**config.mk**
```make
export PLATFORM = sky130hd
export DESIGN_NAME = vadd_rr_sched
export DESIGN_NICKNAME = d
export VERILOG_FILES = /design/src/rtl/vadd_pkg.sv /design/src/rtl/vadd_tag_pipe.sv /design/src/rtl/vadd_rr_sched.sv
export SDC_FILE = /design/constraint.sdc
export NUM_CORES = 1
export LEC_CHECK = 0
export CAP_MARGIN = 30
export CORE_ASPECT_RATIO = 0.8
export CORE_UTILIZATION = 40
export CTS_BUF_LIST = sky130_fd_sc_hd__clkbuf_8
export CTS_CLUSTER_DIAMETER = 60
export DETAILED_ROUTE_END_ITERATION = 8
export PLACE_DENSITY_LB_ADDON = 0.2
export SLEW_MARGIN = 20
export SYNTH_ARGS = -nofsm -noshare
export SYNTH_HDL_FRONTEND = slang
export SYNTH_SLANG_ARGS = --single-unit
```
**constraint.sdc**
```tcl
create_clock -name clock -period 3.2 [get_ports clock]
set_input_delay 0.64 -clock clock [delete_from_list [all_inputs] [get_ports clock]]
set_output_delay 0.64 -clock clock [all_outputs]
set_load 0.03 [all_outputs]
```
**src/rtl/vadd_pkg.sv**
```systemverilog
// Shared types and default sizing for the round-robin vadd scheduler.
package vadd_pkg;
  localparam int LANES = 4;
  localparam int WIDTH = 8;
  localparam int LAT   = 1;

  typedef logic [LANES*WIDTH-1:0] vec_t;
  typedef logic                   req_id_t;

  typedef struct packed {
    logic    vld;
    req_id_t id;
  } tag_t;
endpackage

```
**src/rtl/vadd_tag_pipe.sv**
```systemverilog
// Tag shift register that follows each issued vector through the adder pipeline.
module vadd_tag_pipe
  import vadd_pkg::*;
#(
  parameter int DEPTH = LAT + 1
) (
  input  logic clock,
  input  logic clear,
  input  tag_t din,
  output tag_t tail,
  output logic any_vld
);
  tag_t [DEPTH-1:0] stg;

  always_ff @(posedge clock) begin
    if (clear) begin
      stg <= '0;
    end else begin
      stg[0] <= din;
      for (int i = 1; i < DEPTH; i++) stg[i] <= stg[i-1];
    end
  end

  assign tail = stg[DEPTH-1];

  always_comb begin
    any_vld = 1'b0;
    for (int i = 0; i < DEPTH; i++) any_vld = any_vld | stg[i].vld;
  end
endmodule

```
**src/rtl/vadd_rr_sched.sv**
```systemverilog
// Two-requester round-robin front end for a shared vadd adder; routes results back by id tag.
module vadd_rr_sched #(
  parameter int LANES = vadd_pkg::LANES,
  parameter int WIDTH = vadd_pkg::WIDTH,
  parameter int LAT   = vadd_pkg::LAT
) (
  input  logic                   clock,
  input  logic                   reset,
  input  logic                   req0_valid,
  output logic                   req0_ready,
  input  logic [LANES*WIDTH-1:0] req0_a,
  input  logic [LANES*WIDTH-1:0] req0_b,
  input  logic                   req1_valid,
  output logic                   req1_ready,
  input  logic [LANES*WIDTH-1:0] req1_a,
  input  logic [LANES*WIDTH-1:0] req1_b,
  output logic                   dut_en,
  output logic [LANES*WIDTH-1:0] dut_a,
  output logic [LANES*WIDTH-1:0] dut_b,
  input  logic [LANES*WIDTH-1:0] dut_y,
  output logic                   rsp0_valid,
  output logic [LANES*WIDTH-1:0] rsp0_y,
  output logic                   rsp1_valid,
  output logic [LANES*WIDTH-1:0] rsp1_y,
  output logic                   idle
);
  import vadd_pkg::*;

  req_id_t prio;
  logic    grant_vld;
  req_id_t grant_id;
  tag_t    tag_in;
  tag_t    tail;
  logic    tags_busy;

  // Preferred requester first, then the other; nothing is granted while in reset.
  always_comb begin
    grant_vld = 1'b0;
    grant_id  = prio;
    if (!reset) begin
      if (prio ? req1_valid : req0_valid) begin
        grant_vld = 1'b1;
        grant_id  = prio;
      end else if (prio ? req0_valid : req1_valid) begin
        grant_vld = 1'b1;
        grant_id  = ~prio;
      end
    end
  end

  assign req0_ready = grant_vld && (grant_id == 1'b0);
  assign req1_ready = grant_vld && (grant_id == 1'b1);

  always_ff @(posedge clock) begin
    if (reset) begin
      prio   <= 1'b0;
      dut_en <= 1'b0;
      dut_a  <= '0;
      dut_b  <= '0;
    end else begin
      dut_en <= 1'b1;
      if (grant_vld) begin
        prio  <= ~grant_id;
        dut_a <= grant_id ? req1_a : req0_a;
        dut_b <= grant_id ? req1_b : req0_b;
      end
    end
  end

  assign tag_in = '{vld: grant_vld, id: grant_id};

  vadd_tag_pipe #(.DEPTH(LAT + 1)) u_tags (
    .clock   (clock),
    .clear   (reset),
    .din     (tag_in),
    .tail    (tail),
    .any_vld (tags_busy)
  );

  // The tail tag names the owner of the current dut_y.
  always_ff @(posedge clock) begin
    if (reset) begin
      rsp0_valid <= 1'b0;
      rsp1_valid <= 1'b0;
      rsp0_y     <= '0;
      rsp1_y     <= '0;
    end else begin
      rsp0_valid <= tail.vld && !tail.id;
      rsp1_valid <= tail.vld && tail.id;
      if (tail.vld && !tail.id) rsp0_y <= dut_y;
      if (tail.vld && tail.id)  rsp1_y <= dut_y;
    end
  end

  assign idle = !tags_busy && !rsp0_valid && !rsp1_valid;
endmodule

```
==> results of run 1 <==
[registers in the layout (all words and copies together) (netlist names)]
| signal | count |
|---|---|
| dut_en | 1 |
| dut_a | 32 |
| u_tags.stg | 2 |
| dut_b | 32 |
| u_tags.tail | 2 |
| rsp1_y | 32 |
| rsp0_y | 32 |
| rsp1_valid | 1 |
| prio | 1 |
| rsp0_valid | 1 |
[worst max-delay path by stage]
stage / startpoint / end / slack, ps / depth (start not counted)
floorplan: req0_valid / req0_ready / 1070 / 4
global placement: req0_valid / dut_a[8]$_SDFFE_PP0P_ / 660 / 5
detailed placement: req0_valid / dut_a[31]$_SDFFE_PP0P_ / 570 / 5
CTS: u_tags.tail[1]$_SDFF_PP0_ / idle / 720 / 2
global route: u_tags.tail[1]$_SDFF_PP0_ / idle / 670 / 2
finish: req0_valid / req1_ready / 740 / 5
[worst max-delay path: cells and delay by family]
family	cells	cell delay, ps
and+or+nand+nor	2	230
buffers and inverters	3	940
[layer usage]
metal / part of all wire / vias to the layer above / global-route usage
met2: 0.51 / 201 / 0.4180
met1: 0.40 / 2258 / 0.2766
li1: - / 2392 / -
met3: 0.082 / 17 / 0.08482
met4: 0.011 / 0 / 0.07143
met5: 0 / - / 0
[metrics by stage]
step | cell area, sq um | setup WS, ps | hold slack (ps)
floorplan | 5007 | 1068 | 413.8
global placement | 8025 | 663.0 | 438.7
detailed placement | 8040 | 573.1 | 444.0
CTS | 8438 | 717.9 | 456.7
global route | 8438 | 670.3 | 473.0
finish | 8438 | 740.7 | 456.5
[cell usage after synthesis (all sizes together) (2+ instances only)]
master / instances
inv: 2
clkbuf: 25
o31a: 4
and2: 61
buf: 20
a21oi: 66
nand2: 131
dfxtp: 136
nor2: 4
nand2b: 3
nor2b: 3
mux2: 4
o221a: 4
a221o: 60
[final cells by class]
cell class	instances	area, sq um
flip-flops and latches	136	2723
well taps	171	214.0
fillers	989	3769
multi-input cells	345	2051
inverters	2	7.507
clock inverters	12	136.4
repair buffers	307	3045
clock buffers	19	261.5
[kinds of logic after synthesis]
group | after synthesis | synth area share
simple gates | 205 | 0.1919
compound gates | 136 | 0.2054
flops | 136 | 0.5437
buf+inv | 47 | 0.04998
mux | 4 | 0.008995
[report_power, final]
part	switching, W	internal, W
clock	0.000640	0.000794
combinational	0.000375	0.000409
sequential	0.0000499	0.00179
total	0.00107	0.00299
==> reports/results.tsv, run 1 <==
metric	value	unit
status	completed	
R2R Setup Slk	1400	ps
Main synth FF type	dfxtp_1	
final hold violation count	0	
relative slew slack	0.4835	
CTS resizes	0	
IO Count	298	
Reg-to-Reg End	dut_a[31]$_SDFFE_PP0P_	
GPL Wtd Cong	0.8002	
most used cell, CP	buf_4	
drt pass-1 iters	4	
Diodes inserted	0	
maximum vdd ir drop	0.3208	mV
HP Start	rsp0_y[14]$_SDFFE_PP0P_	
GRT Overall Usage	0.2386	
vias in the first global route	4652	
Sink Count	136	
H-tree depth	4	
Routed wire per std cell	16.40	um
Reg clk slew, reported paths	70	ps
FFs w/ async S/R, synth	0	
post-synthesis cell type count	24	
row count	36	
top-area cell type share of the netlist area	0.5437	
Setup TNS Final	0	ps
Nets	973	
sequential share of the synthesized area	0.5437	
GR Overflow Total	0	
critical path fanouts, max	6	
Post-Synthesis Cells	528	
largest buffer count on any clock path	2	
Antenna Nets Post-Route	0	
DP HPWL	11690	um
via count	4868	
Setup Skew	10.98	ps
syn_nets	692	
Post-Route WL	16270	um
Area Overhead vs Synth	68.52	%
post-layout utilization of the core	0.6913	
worst r2r path cells	4	
Post-Syn Area	0.005007	sq mm
Post CTS Setup Buffer Count	0	
EDFF count, synth	0	
worst r2r src	prio$_SDFFE_PP0P_	
clk_lat worst skew	430	ps
Slew Viols, Final	0	
Root Buffer	clkbuf_8	
largest net degree at the start of global routing	72	
Placed Instances	961	
CP Data Required Time	2560	ps
RSZ-0062 raised after global routing	false	
Yosys top cell by area	dfxtp_1	
CP Capture Type	output port	
initial core utilization	0.4102	
fin crit period	2459	ps
crit path launch type	input port	
commonest non-fill, non-tap cells in the layout	clkdlybuf4s50_1, dfxtp_1, nand2_1, a21oi_1, and2_1	
Hold Crit Depth	2	
endpoints failing setup	0	
final cell count without fillers	992	
CTS tree	done	
cts hold-fix bufs	0	
CTS buffer count	17	
commonest non-fill, non-tap cell in the layout	clkdlybuf4s50_1	
layout cell share with drive strength beyond 1	0.06577	
initial drt markers	246	
Core Box Area	0.01221	sq mm
crit share post-route	0.7685	
Crit-path slowest cell	clkdlybuf4s50_1	
Hold EP	rsp0_y[14]$_SDFFE_PP0P_	
max_cap viols	0	
arrival time worst endpoint	1820	ps
critical path's largest stage delay	570	ps
Yosys reg bits	136	
crit-path cells	clkdlybuf4s50_1 > buf_4 > nand2b_4 > and3_4 > buf_4	
Buffers on Ports	297	
top cells by area, synth	dfxtp_1, a221o_1, nand2_1, and2_1, a21oi_1	
Die Y	102.1	um
P per Cell Area	480.4	mW/mm^2
Max Fclk	406.6	MHz
chip width	127.1	um
Leak	3.139	nW
first-pass GRT wire length	23770	um
drt drc	0	
Setup Crit Path Kind	in -> out	
die area	0.01297	sq mm
Worst Tran Pin Value	772.2	ps
initial antenna violation count	0	
drt via density	4.907	
Syn. warnings	0	
worst hold path class	reg -> reg	
PnR Total Power	0.004053	W
Avg Inst Size Synth	9.484	sq um
(Power assumes the default switching activity.)
==> run 2: changes to the inputs <==
Settings changed: CORE_UTILIZATION 40 to 39.
Clock period 3.2 ns to 2.55 ns, I/O delays scaled along.
==> run 2 against run 1 <==
Compared with the run above:
- total power rose by 21%
- core utilization is 0.91 points lower
- cell area decreased by 0.22%
- flip-flop and latch count did not move
- cell count grew 0.30%
- worst setup slack got worse by 490 ps
- sequential share of layout area rose by 0.072 points
- combinational power up 26%
- clock power up 12%
- routed wire length increased by 2.9%
- register-to-register slack got worse by 440 ps
- largest power group unchanged
- critical endpoint is now idle
- global-route usage is 0.16 points lower
==> reports/results.tsv, run 2 (synthesized netlist as in run 1, its figures left out) <==
metric	value	unit	change
fillers	989		unchanged
GRT Overall Usage	0.2370		-0.001569
IO Count	298		unchanged
status	completed		
initial core utilization	0.4057		-0.004491
Sink Count	136		unchanged
max_cap viols	0		unchanged
Worst Tran Pin Value	733.2	ps	-38.96 ps
Die Y	103.3	um	+1.2%
initial drt markers	287		+17%
vias in the first global route	4670		+0.39%
Root Buffer	clkbuf_8		
fin crit period	2296	ps	
Routed wire per std cell	16.83	um	+2.6%
final cell count without fillers	995		+0.30%
multi-input logic area	0.002051	sq mm	unchanged
worst hold path class	in -> reg		
Post CTS Setup Buffer Count	0		unchanged
HP Start	reset		
Reg clk slew, reported paths	70	ps	about the same
crit-path cells	nor4_1 > clkdlybuf4s50_1		
commonest non-fill, non-tap cell in the layout	clkdlybuf4s50_1		
Buffers on Ports	297		unchanged
Setup Skew	7.679	ps	-3.305 ps
total area of sequential cells	0.002723	sq mm	unchanged
P per Cell Area	580.5	mW/mm^2	+21%
endpoints failing setup	0		unchanged
CP bufs+invs	1		-2
cts hold-fix bufs	0		unchanged
Area Overhead vs Synth	68.14	%	
chip width	128.7	um	+1.3%
relative slew slack	0.5112		+0.02765
drt pass-1 iters	5		+1
GPL Wtd Cong	0.8566		+7.0%
CTS tree	done		
row count	36		unchanged
Leak	3.113	nW	-0.81%
crit path launch type	flip-flop		
CP Capture Type	output port		
drt drc	0		unchanged
Core Box Area	0.01234	sq mm	+1.1%
GR Overflow Total	0		unchanged
crit share post-route	0.9003		
maximum vdd ir drop	0.3230	mV	+0.67%
arrival time worst endpoint	1790	ps	-30 ps
Antenna Nets Post-Route	0		unchanged
Setup TNS Final	0	ps	unchanged
CTS buffer count	17		unchanged
largest buffer count on any clock path	2		unchanged
worst r2r src	prio$_SDFFE_PP0P_		
cell family with most CP delay	buffers and inverters		
Placed Instances	963		+0.21%
Diodes inserted	0		unchanged
clk_lat worst skew	430	ps	about the same
DP HPWL	11900	um	+1.8%
Setup Crit Path Kind	reg -> out		
drt via density	5.018		+2.3%
CTS resizes	0		unchanged
Nets	975		+0.21%
commonest non-fill, non-tap cells in the layout	clkdlybuf4s50_1, dfxtp_1, nand2_1, a21oi_1, and2_1		
R2R Setup Slk	960	ps	-440 ps
Post-Route WL	16750	um	+2.9%
initial antenna violation count	0		unchanged
Crit-path slowest cell	clkdlybuf4s50_1		
final hold violation count	0		unchanged
Max Fclk	435.6	MHz	
Slew Viols, Final	0		unchanged
via count	4993		+2.6%
die area	0.01330	sq mm	+2.5%
first-pass GRT wire length	24080	um	+1.3%
critical path fanouts, max	5		-1
layout cell share with drive strength beyond 1	0.07282		+0.007042
CP Data Required Time	2040	ps	-520 ps
H-tree depth	4		unchanged
critical path's largest stage delay	740	ps	+170 ps
RSZ-0062 raised after global routing	false		
largest net degree at the start of global routing	72		unchanged
beginning of the critical path	u_tags.tail[1]$_SDFF_PP0_		
run 2: changes by cell type in the layout (fill, tap and decap cells not counted), sizes merged:
cell	before	now
buf	13	15
clkinv	4	6
clkinvlp	1	3
bufinv	3	0
run 2: worst reg2reg max path, cell delays in order (launching register included):
cell      delay, ps
dfxtp_1         520
nand2b_4        210
and3_4          210
buf_4           360
a221o_1         240
run 2: final timing paths:
check / to / cells after the start
setup / recovery: idle / 2
hold reg to reg: rsp0_y[29]$_SDFFE_PP0P_ / 2
setup reg to reg: dut_a[9]$_SDFFE_PP0P_ / 4
hold / removal: dut_en$_DFF_P_ / 2
run 2: area by class of cell:
class	count	area share
Timing Repair Buffer	309	0.3641
Clock inverter	13	0.01159
Multi-Input combinational cell	345	0.2436
Sequential cell	136	0.3234
Inverter	2	0.0008917
Tap cell	171	0.02541
Clock buffer	19	0.03106
run 2: report_power, final:
part	switching (W)	internal, W
logic	0.000473	0.000517
clock network	0.000867	0.000731
registers	0.0000606	0.00224
total	0.00140	0.00349
run 2: layer usage:
layer,track usage,vias to the layer above,routed length [um]
met3,0.09362,23,1668
li1,-,2408,-
met4,0.09231,0,301
met1,0.2681,2344,6571
met5,0,-,0
met2,0.4058,218,8207
run 2: metrics by stage:
stage                     hold WS (ps)  area [sq um]  utilization  setup slack, ps  total power, W
after floorplan                  413.8          5007            -            657.4        0.002789
after global placement           432.8          8060       0.6531            321.4        0.003320
after detailed placement         433.0          8060       0.6531            302.0        0.003335
after CTS                        418.9          8419       0.6822            197.3        0.004933
after global routing             443.3          8419       0.6822            142.0        0.005086
final                            448.3          8419       0.6822            254.1        0.004888
